## src/rtl/clip_rec_pkg.sv

```systemverilog
// Shared types and command encodings for the clip recorder controller.
package clip_rec_pkg;

  typedef enum logic [1:0] {
    ST_IDLE   = 2'b00,
    ST_RECORD = 2'b01,
    ST_PLAY   = 2'b10
  } state_t;

  localparam logic [1:0] MODE_PLAY  = 2'b00;
  localparam logic [1:0] MODE_REC   = 2'b01;
  localparam logic [1:0] MODE_ERASE = 2'b10;
  localparam logic [1:0] MODE_RSVD  = 2'b11;

endpackage

```

## src/rtl/clip_recorder_ctrl_if.sv

```systemverilog
// Command, sample-memory and status signals of the clip recorder controller.
interface clip_recorder_ctrl_if #(
  parameter int unsigned NUM_CLIPS       = 4,
  parameter int unsigned CLIP_SECONDS    = 8,
  parameter int unsigned SAMPLES_PER_SEC = 8000
) ();
  localparam int unsigned CLIP_SAMPLES = CLIP_SECONDS * SAMPLES_PER_SEC;
  localparam int unsigned CLIP_W       = $clog2(NUM_CLIPS);
  localparam int unsigned ADDR_W       = $clog2(NUM_CLIPS * CLIP_SAMPLES);

  logic                 action;
  logic [1:0]           mode;
  logic [CLIP_W-1:0]    clip_sel;
  logic                 stop;
  logic                 sample_tick;
  logic                 busy;
  logic                 rec_en;
  logic                 play_en;
  logic                 mem_we;
  logic [ADDR_W-1:0]    mem_addr;
  logic [NUM_CLIPS-1:0] clip_valid;
  logic                 done;
  logic                 err;
  logic [1:0]           state_o;

  modport master (
    output action, mode, clip_sel, stop, sample_tick,
    input  busy, rec_en, play_en, mem_we, mem_addr, clip_valid, done, err, state_o
  );

  modport slave (
    input  action, mode, clip_sel, stop, sample_tick,
    output busy, rec_en, play_en, mem_we, mem_addr, clip_valid, done, err, state_o
  );
endinterface

```

## src/rtl/clip_len_table.sv

```systemverilog
// Per-clip valid flags and recorded lengths; clear and write ports, one read port.
module clip_len_table #(
  parameter int unsigned NUM_CLIPS = 4,
  parameter int unsigned LEN_W     = 4,
  parameter int unsigned CLIP_W    = 2
) (
  input  logic                 clk,
  input  logic                 rst_n,
  input  logic                 clr_en_i,
  input  logic [CLIP_W-1:0]    clr_idx_i,
  input  logic                 wr_en_i,
  input  logic [CLIP_W-1:0]    wr_idx_i,
  input  logic [LEN_W-1:0]     wr_len_i,
  input  logic                 wr_valid_i,
  input  logic [CLIP_W-1:0]    rd_idx_i,
  output logic [LEN_W-1:0]     rd_len_o,
  output logic [NUM_CLIPS-1:0] valid_o
);

  logic [NUM_CLIPS-1:0] valid_q;
  logic [LEN_W-1:0]     len_q [NUM_CLIPS];

  always_ff @(posedge clk or negedge rst_n) begin
    if (!rst_n) begin
      valid_q <= '0;
      for (int i = 0; i < int'(NUM_CLIPS); i++) len_q[i] <= '0;
    end else begin
      if (clr_en_i) begin
        valid_q[clr_idx_i] <= 1'b0;
        len_q[clr_idx_i]   <= '0;
      end
      if (wr_en_i) begin
        valid_q[wr_idx_i] <= wr_valid_i;
        len_q[wr_idx_i]   <= wr_len_i;
      end
    end
  end

  assign rd_len_o = len_q[rd_idx_i];
  assign valid_o  = valid_q;

endmodule

```

## src/rtl/clip_recorder_ctrl.sv

```systemverilog
// Record/play/erase sequencer over fixed-size clip slots in sample RAM.
module clip_recorder_ctrl
  import clip_rec_pkg::*;
#(
  parameter int unsigned NUM_CLIPS       = 4,
  parameter int unsigned CLIP_SECONDS    = 8,
  parameter int unsigned SAMPLES_PER_SEC = 8000
) (
  input logic            clock,
  input logic            reset,
  clip_recorder_ctrl_if.slave bus
);
  localparam int unsigned CLIP_SAMPLES = CLIP_SECONDS * SAMPLES_PER_SEC;
  localparam int unsigned CLIP_W       = $clog2(NUM_CLIPS);
  localparam int unsigned CNT_W        = $clog2(CLIP_SAMPLES);
  localparam int unsigned LEN_W        = $clog2(CLIP_SAMPLES + 1);
  localparam int unsigned ADDR_W       = $clog2(NUM_CLIPS * CLIP_SAMPLES);
  localparam logic [CNT_W-1:0] CNT_LAST = CNT_W'(CLIP_SAMPLES - 1);

  state_t               state_q;
  logic [CNT_W-1:0]     cnt_q;
  logic [CLIP_W-1:0]    clip_q;
  logic                 done_q;
  logic                 err_q;
  logic [NUM_CLIPS-1:0] valid;
  logic [LEN_W-1:0]     cur_len;
  logic                 clr_en;
  logic                 rec_end;
  logic [LEN_W-1:0]     rec_len;
  logic                 rec_valid;

  // Clearing happens on record start and erase; the slot is refilled when recording ends.
  assign clr_en    = (state_q == ST_IDLE) && bus.action &&
                     ((bus.mode == MODE_REC) || (bus.mode == MODE_ERASE));
  assign rec_end   = (state_q == ST_RECORD) &&
                     (bus.stop || (bus.sample_tick && (cnt_q == CNT_LAST)));
  assign rec_len   = bus.sample_tick ? LEN_W'(cnt_q) + LEN_W'(1) : LEN_W'(cnt_q);
  assign rec_valid = bus.sample_tick || (cnt_q != '0);

  clip_len_table #(
    .NUM_CLIPS(NUM_CLIPS),
    .LEN_W    (LEN_W),
    .CLIP_W   (CLIP_W)
  ) u_len_table (
    .clk       (clock),
    .rst_n     (reset),
    .clr_en_i  (clr_en),
    .clr_idx_i (bus.clip_sel),
    .wr_en_i   (rec_end),
    .wr_idx_i  (clip_q),
    .wr_len_i  (rec_len),
    .wr_valid_i(rec_valid),
    .rd_idx_i  (clip_q),
    .rd_len_o  (cur_len),
    .valid_o   (valid)
  );

  always_ff @(posedge clock or negedge reset) begin
    if (!reset) begin
      state_q <= ST_IDLE;
      cnt_q   <= '0;
      clip_q  <= '0;
      done_q  <= 1'b0;
      err_q   <= 1'b0;
    end else begin
      done_q <= 1'b0;
      err_q  <= 1'b0;
      case (state_q)
        ST_IDLE: begin
          if (bus.action) begin
            clip_q <= bus.clip_sel;
            cnt_q  <= '0;
            case (bus.mode)
              MODE_REC:   state_q <= ST_RECORD;
              MODE_PLAY: begin
                if (valid[bus.clip_sel]) state_q <= ST_PLAY;
                else                     err_q   <= 1'b1;
              end
              MODE_ERASE: done_q <= 1'b1;
              default:    ;
            endcase
          end
        end
        ST_RECORD: begin
          if (rec_end) begin
            done_q  <= 1'b1;
            state_q <= ST_IDLE;
          end else if (bus.sample_tick) begin
            cnt_q <= cnt_q + CNT_W'(1);
          end
        end
        ST_PLAY: begin
          // stop wins over a coincident tick
          if (bus.stop) begin
            done_q  <= 1'b1;
            state_q <= ST_IDLE;
          end else if (bus.sample_tick) begin
            if (LEN_W'(cnt_q) == cur_len - LEN_W'(1)) begin
              done_q  <= 1'b1;
              state_q <= ST_IDLE;
            end else begin
              cnt_q <= cnt_q + CNT_W'(1);
            end
          end
        end
        default: state_q <= ST_IDLE;
      endcase
    end
  end

  assign bus.busy       = (state_q == ST_RECORD) || (state_q == ST_PLAY);
  assign bus.rec_en     = (state_q == ST_RECORD);
  assign bus.play_en    = (state_q == ST_PLAY);
  assign bus.mem_we     = (state_q == ST_RECORD) && bus.sample_tick;
  assign bus.mem_addr   = ADDR_W'(clip_q) * ADDR_W'(CLIP_SAMPLES) + ADDR_W'(cnt_q);
  assign bus.clip_valid = valid;
  assign bus.done       = done_q;
  assign bus.err        = err_q;
  assign bus.state_o    = state_q;

endmodule

```

## src/flat_wrapper.sv

```systemverilog
// flat-port wrapper written by rule: the top's interface ports become plain ports
module clip_recorder_ctrl_flat import clip_rec_pkg::*;
#(
  parameter int unsigned NUM_CLIPS       = 4,
  parameter int unsigned CLIP_SECONDS    = 8,
  parameter int unsigned SAMPLES_PER_SEC = 8000
)
  (clock, reset, bus_action, bus_mode, bus_clip_sel, bus_stop, bus_sample_tick, bus_busy, bus_rec_en, bus_play_en, bus_mem_we, bus_mem_addr, bus_clip_valid, bus_done, bus_err, bus_state_o);
  clip_recorder_ctrl_if #(.NUM_CLIPS(NUM_CLIPS), .CLIP_SECONDS(CLIP_SECONDS), .SAMPLES_PER_SEC(SAMPLES_PER_SEC)) bus_i ();
  input logic clock;
  input logic reset;
  input wire logic [$bits(bus_i.action)-1:0] bus_action;
  input wire logic [$bits(bus_i.mode)-1:0] bus_mode;
  input wire logic [$bits(bus_i.clip_sel)-1:0] bus_clip_sel;
  input wire logic [$bits(bus_i.stop)-1:0] bus_stop;
  input wire logic [$bits(bus_i.sample_tick)-1:0] bus_sample_tick;
  output wire logic [$bits(bus_i.busy)-1:0] bus_busy;
  output wire logic [$bits(bus_i.rec_en)-1:0] bus_rec_en;
  output wire logic [$bits(bus_i.play_en)-1:0] bus_play_en;
  output wire logic [$bits(bus_i.mem_we)-1:0] bus_mem_we;
  output wire logic [$bits(bus_i.mem_addr)-1:0] bus_mem_addr;
  output wire logic [$bits(bus_i.clip_valid)-1:0] bus_clip_valid;
  output wire logic [$bits(bus_i.done)-1:0] bus_done;
  output wire logic [$bits(bus_i.err)-1:0] bus_err;
  output wire logic [$bits(bus_i.state_o)-1:0] bus_state_o;
  assign bus_i.action = bus_action;
  assign bus_i.mode = bus_mode;
  assign bus_i.clip_sel = bus_clip_sel;
  assign bus_i.stop = bus_stop;
  assign bus_i.sample_tick = bus_sample_tick;
  assign bus_busy = bus_i.busy;
  assign bus_rec_en = bus_i.rec_en;
  assign bus_play_en = bus_i.play_en;
  assign bus_mem_we = bus_i.mem_we;
  assign bus_mem_addr = bus_i.mem_addr;
  assign bus_clip_valid = bus_i.clip_valid;
  assign bus_done = bus_i.done;
  assign bus_err = bus_i.err;
  assign bus_state_o = bus_i.state_o;
  clip_recorder_ctrl #(.NUM_CLIPS(NUM_CLIPS), .CLIP_SECONDS(CLIP_SECONDS), .SAMPLES_PER_SEC(SAMPLES_PER_SEC)) u_core (.clock(clock), .reset(reset), .bus(bus_i));
endmodule
```

## config.mk

```make
export PLATFORM = sky130hd
export DESIGN_NAME = clip_recorder_ctrl_flat
export DESIGN_NICKNAME = d
export VERILOG_FILES = /design/src/rtl/clip_rec_pkg.sv /design/src/rtl/clip_recorder_ctrl_if.sv /design/src/rtl/clip_len_table.sv /design/src/rtl/clip_recorder_ctrl.sv /design/src/flat_wrapper.sv
export SDC_FILE = /design/constraint.sdc
export NUM_CORES = 1
export LEC_CHECK = 0
export ABC_AREA = 1
export CELL_PAD_IN_SITES_DETAIL_PLACEMENT = 1
export CELL_PAD_IN_SITES_GLOBAL_PLACEMENT = 2
export CORE_MARGIN = 2
export CORE_UTILIZATION = 38
export CTS_BUF_LIST = sky130_fd_sc_hd__clkbuf_2
export CTS_CLUSTER_SIZE = 25
export DETAILED_ROUTE_END_ITERATION = 7
export GPL_TIMING_DRIVEN = 0
export PLACE_DENSITY = 0.86
export REMOVE_ABC_BUFFERS = 1
export SLEW_MARGIN = 20
export SYNTH_ARGS = -nofsm -noshare
export SYNTH_HDL_FRONTEND = slang
export SYNTH_SLANG_ARGS = --single-unit
```

## constraint.sdc

```tcl
create_clock -name clock -period 7.5 [get_ports clock]
set_input_delay 1.125 -clock clock [delete_from_list [all_inputs] [get_ports clock]]
set_output_delay 1.125 -clock clock [all_outputs]
set_load 0.02 [all_outputs]
```

Word level (Yosys, flattened, before mapping)
Index checks and enable logic that the tools add are counted.
{"block": "word_totals", "elab_cells": 109, "output_inout_bits": 30, "ff_bits": 90, "input_bits": 9}
{"block": "classes", "order_cmp": 8, "n_addsub": 3, "reduce_logical": 20, "mul": 1, "eq_ne": 16, "n_bitwise": 6, "muxes": 45}
{"operator": "$mux 16", "count": 10}
{"operator": "$mux 64", "count": 2}
{"operator": "$and 64x64->64", "count": 1}
{"operator": "$bwmux 64", "count": 1}
{"operator": "$demux 16 s2", "count": 2}
{"operator": "$not 64->64", "count": 1}
{"operator": "$pmux 16 s3", "count": 1}
{"operator": "$bmux 16 s2", "count": 1}
{"operator": "$add 18x16->18", "count": 1}
{"operator": "$add 16x1->16 const B", "count": 1}
{"operator": "$eq 16x16->1", "count": 1}
{"operator": "$eq 16x16->1 const B", "count": 1}
{"operator": "$reduce_bool 16->1", "count": 1}
{"operator": "$sub 16x1->16 const B", "count": 1}
{"operator": "$mux 1", "count": 13}
{"operator": "$mux 2", "count": 6}
{"operator": "$reduce_and 6->1", "count": 2}
{"operator": "$ne 2x2->1 const B", "count": 5}
{"operator": "$logic_and 1x1->1", "count": 9}
{"operator": "$mul 2x7->9 const B", "count": 1}
{"operator": "$ne 3x3->1 const B", "count": 3}
{"operator": "$mux 4", "count": 2}
{"operator": "$ge 3x3->1 const B", "count": 2}
{"operator": "$lt 2x3->1 const B", "count": 2}
{"operator": "19 further kinds", "count": 29}

Depth between registers and ports, before layout
Gate-level depths: netlist (run 1).
{"block": "logic_depth", "word_depth": 10, "ltp_mapped": 21, "depth_no_buf": 18}

Modules after synthesis
From an unflattened synthesis (run 1), not the netlist that was laid out.
{"block": "unflattened", "hier_cells": 1003, "hier_area_um2": 6884.1}
{"module": "clip_len_table", "cells_each": 433, "n_inst": 1, "area_per_inst_um2": 3535.9}
{"module": "clip_recorder_ctrl", "cells_each": 570, "n_inst": 1, "area_per_inst_um2": 3348.2}

Worst setup path after synthesis (run 1)
Ideal clock, no wire load.
{"block": "synth_timing", "path_kind": "register to output", "from": "reg u_core.clip_q[0]", "to": "out bus_mem_addr[17]", "path_stages_with_launch": 14, "arrival_ns": 2.509, "t_required_ns": 6.375, "slack_ns": 3.866, "cell_sequence": "dfrtp_1 > buf_6 > inv_4 > buf_2 > ha_1 > ha_1 > nand2_1 > o21ai_0 > a21oi_1 > o21bai_1 > nand2_1 > nand2_1 > nand2_1 > xnor2_1"}
{"block": "synth_between", "elab_chain_cells": 2}
{"item": "start: declaration", "line_no": "clip_recorder_ctrl.sv:22", "text": "logic [CLIP_W-1:0] clip_q;"}
{"item": "start signal: assignment", "line_no": "clip_recorder_ctrl.sv:71", "text": "clip_q <= bus.clip_sel;"}
{"item": "$mul 2x7->9", "line_no": "clip_recorder_ctrl.sv:115", "text": "assign bus.mem_addr = ADDR_W'(clip_q) * ADDR_W'(CLIP_SAMPLES) + ADDR_W'(cnt_q);"}
{"item": "$add 18x16->18", "line_no": "clip_recorder_ctrl.sv:115"}
{"item": "end: declaration", "line_no": "flat_wrapper.sv:21", "text": "output wire logic [$bits(bus_i.mem_addr)-1:0] bus_mem_addr;"}
Every way passes these cells.

Worst setup path after layout (run 1)
Ends and elaborated chain as after synthesis.

==> results.yml, run 1 <==
run_status:
  status: "finished, final reports clean"
sta:
  rsz0062_at_grt: "false"
  worst_pin_slew_ns: 1.14
  report.final.slew_viol_count: 0
  relSlewSlack_pct: 24.0
  skew_ns: 0.0316
  clock.fmax_ghz: 0.185
  finalCritPeriodShare_pct: 72.1
  post-route-min-period_ns: 5.41
  tns_ns: 0
  hold_violations: 0
  setup_viol: 0
placement:
  numPortBuffers: 38
  place.gp.congestion: 0.914
  post-dp-hpwl_mm: 15.2
finish:
  area_growth_pct: 8.85
  post-route-util_pct: 42.6
  nNetsFinal: 923
  drive_gt1_share_pct: 6.48
  fillers: 2084
clock_tree:
  cts_root_buf: "clkbuf_2"
  cts_tree: "built"
  cts.path.max_buffers: 2
  cts_resized: 0
  cts_buffers: 9
  clk_latency_ns: 0.63
  post-cts-setup-buffers: 0
  cts.sinks: 90
  cts_hold_buf: 0
  clkTransAtPathRegs_ns: 0.26
  htreeDepth: 3
yosys:
  synthCells: 884
  synth_top_cell_by_area: "dfrtp_1"
  synth-seq-area-share_pct: 36.1
  ys_types: 38
  syn_area_um2: 6240
  synth.most_common_cell: "nand2_1"
  netlist_top_cells_area: "dfrtp_1 36%, nand2_1 16%, nand3_1 13%"
  avgSynthCellArea_um2: 7.05
  ys_warn_count: 0
  synth_top_cell_area_share_pct: 36.1
  synth_flop_cell: "dfrtp_1"
  synth-seq-cells: 90
  yosys-top-cells-count: "271 x nand2_1, 162 x nand3_1, 90 x dfrtp_1"
  synth-edff-count: 0
  ys_async_sr_fraction_pct: 100
power:
  p_leak_nw: 3.23
  power.density_nw_per_um2: 385
  p_total_mw: 2.61
  vdd_drop_max_mv: 0.206
route:
  postRouteAntennaNets: 0
  routed_wl_mm: 21.4
  drt_iter0_markers: 285
  viasPerCell: 5.46
  drt_pass1_iterations: 5
  avgRoutedWirePerCell_um: 19.2
  drc: 0
  num_vias: 6076
floorplanning:
  core_um2: 15900
  start_util_pct: 39.1
  die_height_um: 132
  die-area_um2: 17500
  ioPinCount: 39
  fp.dieW_um: 132
  num_rows: 46
global_routing:
  antenna_found_initial: 1
  grt_pass1_wl_mm: 34.8
  grt_overflow: 0
  gr-usage-all-layers_pct: 25.4
  grt_pass1_vias: 6286
  grt_max_degree: 60
setup_path:
  arrival_ns: 4.28
  cp-start-kind: "flop"
  crit_required_ns: 6.38
  end_kind: "output port"
  path_class: "reg -> out"
  crit_fanout: 35
flow_run:
  maxCapViolCount: 0
worst_hold_path:
  worst_hold_path_type: "in -> async"
-- critical path, stage by stage, from the launching register on --
cell and delay, ns:
dfrtp_2 0.65, buf_16 0.25, inv_4 0.33, ha_1 0.31, ha_1 0.34, nand2_1 0.08
o21ai_0 0.36, a21oi_1 0.12, o21bai_1 0.22, nand2_1 0.09, nand2_1 0.07, nand2_1 0.05
xnor2_1 0.12, clkdlybuf4s50_1 0.62
-- cells in the final DEF, fill, tap and decap left out, drive strengths merged --
cell           instances
nor2                  38
nand3b                 3
ha                    23
o21bai                 2
diode                  1
clkdlybuf4s50         37
a21oi                 20
or2                    3
dfrtp                 90
bufinv                 1
a31oi                  1
o21a                   2
o22ai                  3
nand2                285
buf                    3
nand3                167
xor2                  13
nor3                  10
o22a                   1
and2                   2
clkinv                 6
nor4                   3
inv                   72
o21ai                 84
clkbuf                 9
nand4                 11
fa                     1
a2bb2oi                1
xnor2                  4
-- final timing paths --
check,startpoint,endpoint,slack [ns],depth (start not counted)
worst min-delay path,reset,u_core.u_len_table.len_q[22],0.32,1
min in group clock,u_core.u_len_table.len_q[7],u_core.u_len_table.len_q[7],0.53,2
worst max register to register,u_core.clip_q[0],u_core.cnt_q[5],3.89,18
worst max-delay path,u_core.clip_q[0],bus_mem_addr[17],2.09,13
worst min register to register,u_core.u_len_table.len_q[7],u_core.u_len_table.len_q[7],0.53,2
max in group asynchronous,reset,u_core.clip_q[1],6.54,2
-- stage by stage --
step,std cells,area [um^2],setup WS (ns),hold WS [ns]
detailed placement,1095,6680,2.52,0.487
finish,1112,6790,2.09,0.324
CTS,1111,6780,2.00,0.290
floorplan,839,5960,3.42,0.469
global placement,1093,6610,1.82,0.480
global route,1112,6790,1.80,0.296
-- sequential cells by signal, summed over array words and instances, names as in the netlist --
signal,count
u_core.bus.err,1
u_core.u_len_table.len_q,64
u_core.bus.done,1
u_core.bus.state_o,2
u_core.u_len_table.valid_o,4
u_core.cnt_q,16
u_core.clip_q,2
-- logic make-up (layout without fill, tap and decap cells) --
logic type	count (synthesis)	in the layout	share of synthesized area [%]
fa+ha+maj	24	24	4.94
compound gates	114	114	9.51
flops	90	90	36.1
buf+inv	117	128	8.79
other cells	0	1	0
simple gates	522	522	38.3
xor+xnor	17	17	2.39
-- final cells by class --
cell class | count | area (um^2) | area share [%]
multi-input cells | 677 | 3440 | 50.7
flip-flops and latches | 90 | 2250 | 33.2
repair buffers | 40 | 437 | 6.43
inverters | 72 | 275 | 4.06
well taps | 216 | 270 | 3.98
clock inverters | 7 | 60.1 | 0.885
clock buffers | 9 | 45.0 | 0.664
diodes | 1 | 2.50 | 0.0369
-- power by group --
group / internal (mW) / total [mW] / switching (mW)
registers: 0.597 / 0.739 / 0.142
logic: 0.548 / 1.62 / 1.07
clock network: 0.0733 / 0.254 / 0.181
-- metal layers --
| layer | up-vias | track usage (%) | share of wire, % |
|---|---|---|---|
| met1 | 3027 | 33.9 | 45 |
| met2 | 117 | 43.6 | 49 |
| met5 | - | 0 | 0 |
| met4 | 0 | 7.73 | 1.9 |
| met3 | 22 | 2.54 | 3.5 |
| li1 | 2910 | - | - |
No activity file was read; power rests on OpenSTA's default activity.
==> run 2, diff against run 1 <==
--- a/config.mk
+++ b/config.mk
@@ -9,12 +9,12 @@
 export CELL_PAD_IN_SITES_DETAIL_PLACEMENT = 1
 export CELL_PAD_IN_SITES_GLOBAL_PLACEMENT = 2
 export CORE_MARGIN = 2
-export CORE_UTILIZATION = 38
+export CORE_UTILIZATION = 36
 export CTS_BUF_LIST = sky130_fd_sc_hd__clkbuf_2
 export CTS_CLUSTER_SIZE = 25
 export DETAILED_ROUTE_END_ITERATION = 7
 export GPL_TIMING_DRIVEN = 0
-export PLACE_DENSITY = 0.86
+export PLACE_DENSITY = 0.82
 export REMOVE_ABC_BUFFERS = 1
 export SLEW_MARGIN = 20
 export SYNTH_ARGS = -nofsm -noshare
==> constraint.sdc (replaced) <==
create_clock -name clock -period 5.3 [get_ports clock]
set_input_delay 0.795 -clock clock [delete_from_list [all_inputs] [get_ports clock]]
set_output_delay 0.795 -clock clock [all_outputs]
set_load 0.02 [all_outputs]
==> run 2 against run 1 <==
Worst setup slack worse by 1.7 ns; non-clock buffer count unchanged; via count fell by 0.20%.
==> results.yml, run 2 (synthesized netlist as in run 1, its figures left out) <==
sta:
  report.final.slew_viol_count: 0
  post-route-min-period_ns: 4.89
  finalCritPeriodShare_pct: 92.3
  worst_pin_slew_ns: 1.15
  relSlewSlack_pct: 23.0
  hold_violations: 0
  rsz0062_at_grt: "false"
  holdWs_ns: 0.0447
  clock.fmax_ghz: 0.204
  skew_ns: 0.0394
  setup_viol: 0
clock_tree:
  cts_hold_buf: 0
  post-cts-setup-buffers: 0
  htreeDepth: 3
  cts_resized: 0
  cts_tree: "built"
  clkTransAtPathRegs_ns: 0.28
  cts_buffers: 9
  cts.path.max_buffers: 2
  clk_latency_ns: 0.63
  cts_root_buf: "clkbuf_2"
  cts.sinks: 90
placement:
  place.gp.congestion: 0.867
  post-dp-hpwl_mm: 15.2
  numPortBuffers: 38
  dpl.cell_count: 1104
route:
  num_vias: 6064
  drc: 0
  viasPerCell: 5.41
  postRouteAntennaNets: 0
  drt_iter0_markers: 294
  routed_wl_mm: 21.5
  avgRoutedWirePerCell_um: 19.2
  drt_pass1_iterations: 5
global_routing:
  grt_max_degree: 50
  grt_pass1_vias: 6263
  grt_overflow: 0
  gr-usage-all-layers_pct: 24.5
  antenna_found_initial: 0
  grt_pass1_wl_mm: 34.6
setup_path:
  worst_r2r_endpoint: "u_core.cnt_q[13]"
  end_kind: "output port"
  path_class: "reg -> out"
  crit_fanout: 23
  crit_end: "bus_mem_addr[17]"
  ff2ff_path_depth: 16
  critPathLaunch: "u_core.clip_q[1]"
  r2r_start: "u_core.clip_q[1]"
  crit_required_ns: 4.51
  cp-start-kind: "flop"
  ff2ff_setup_slack_ns: 1.75
  arrival_ns: 4.10
floorplanning:
  start_util_pct: 36.4
  fp.dieW_um: 136
  die_height_um: 136
  num_rows: 48
  ioPinCount: 39
  core_um2: 17100
  die-area_um2: 18400
worst_hold_path:
  worst_hold_path_type: "in -> async"
finish:
  drive_gt1_share_pct: 6.82
  final_cell_count_no_fill: 1120
  insertedDiodeCount: 0
  largest_reg_flops: 64
  top_register: "u_core.u_len_table.len_q"
  final_common_cell: "nand2_1"
  nNetsFinal: 923
  area_growth_pct: 9.23
  final_cell_mix: "268 x nand2_1, 162 x nand3_1, 88 x dfrtp_1"
power:
  vdd_drop_max_mv: 0.444
  power.density_nw_per_um2: 547
  p_leak_nw: 3.24
flow_run:
  maxCapViolCount: 0
run_status:
  status: "finished, final reports clean"
-- run 2: cell count changes in the layout (fill, tap and decap cells not counted), sizes merged --
cell,change
clkinv,-2
inv,+1
diode,-1
clkinvlp,+1
-- run 2: critical path: stages (launching register included) --
cell,delay (ns)
dfrtp_2,0.87
inv_4,0.27
ha_1,0.35
ha_1,0.34
nand2_1,0.06
o21ai_0,0.27
a21oi_1,0.12
o21bai_1,0.21
nand2_1,0.07
nand2_1,0.06
nand2_1,0.06
xnor2_1,0.13
clkdlybuf4s50_1,0.62
-- run 2: worst min-delay path by stage --
stage / from / end / slack (ns)
final: reset / u_core.u_len_table.len_q[29] / 0.04
after global routing: reset / u_core.u_len_table.len_q[35] / 0.02
after CTS: reset / u_core.cnt_q[2] / 0.003
after detailed placement: u_core.u_len_table.len_q[5] / u_core.u_len_table.len_q[5] / 0.49
after global placement: u_core.u_len_table.len_q[7] / u_core.u_len_table.len_q[7] / 0.48
after floorplan: u_core.u_len_table.len_q[21] / u_core.u_len_table.len_q[21] / 0.47
-- run 2: per-stage QoR --
step	area [um^2]	power [mW]	setup WS (ns)	TNS (ns)	utilization, %
after floorplan	5960	2.54	1.55	0	-
after global placement	6630	3.28	-0.0912	-7.61	38.7
after detailed placement	6690	3.36	0.922	0	39.1
after CTS	6810	3.75	0.321	0	39.8
after global routing	6810	4.06	0.147	0	39.8
final	6810	3.73	0.409	0	39.8
-- run 2: cell type report --
| cell class | count | area, um^2 |
|---|---|---|
| Clock inverter | 7 | 68.8 |
| Fill cell | 2177 | 10300 |
| Multi-Input combinational cell | 677 | 3450 |
| Clock buffer | 9 | 45.0 |
| Inverter | 72 | 275 |
| Timing Repair Buffer | 40 | 437 |
| Sequential cell | 90 | 2250 |
| Tap cell | 225 | 282 |
-- run 2: routing by layer --
layer | track usage, % | wire length, um | part of all wire, %
met5 | 0 | 0 | 0
met4 | 7.81 | 502 | 2.3
met3 | 4.45 | 1220 | 5.7
met2 | 40.7 | 10300 | 48
met1 | 32.1 | 9540 | 44
-- run 2: report_power, final --
part	internal (mW)	total, mW	switching (mW)
clock network	0.108	0.371	0.262
logic	0.778	2.31	1.53
registers	0.845	1.05	0.202
total	1.73	3.73	2.00
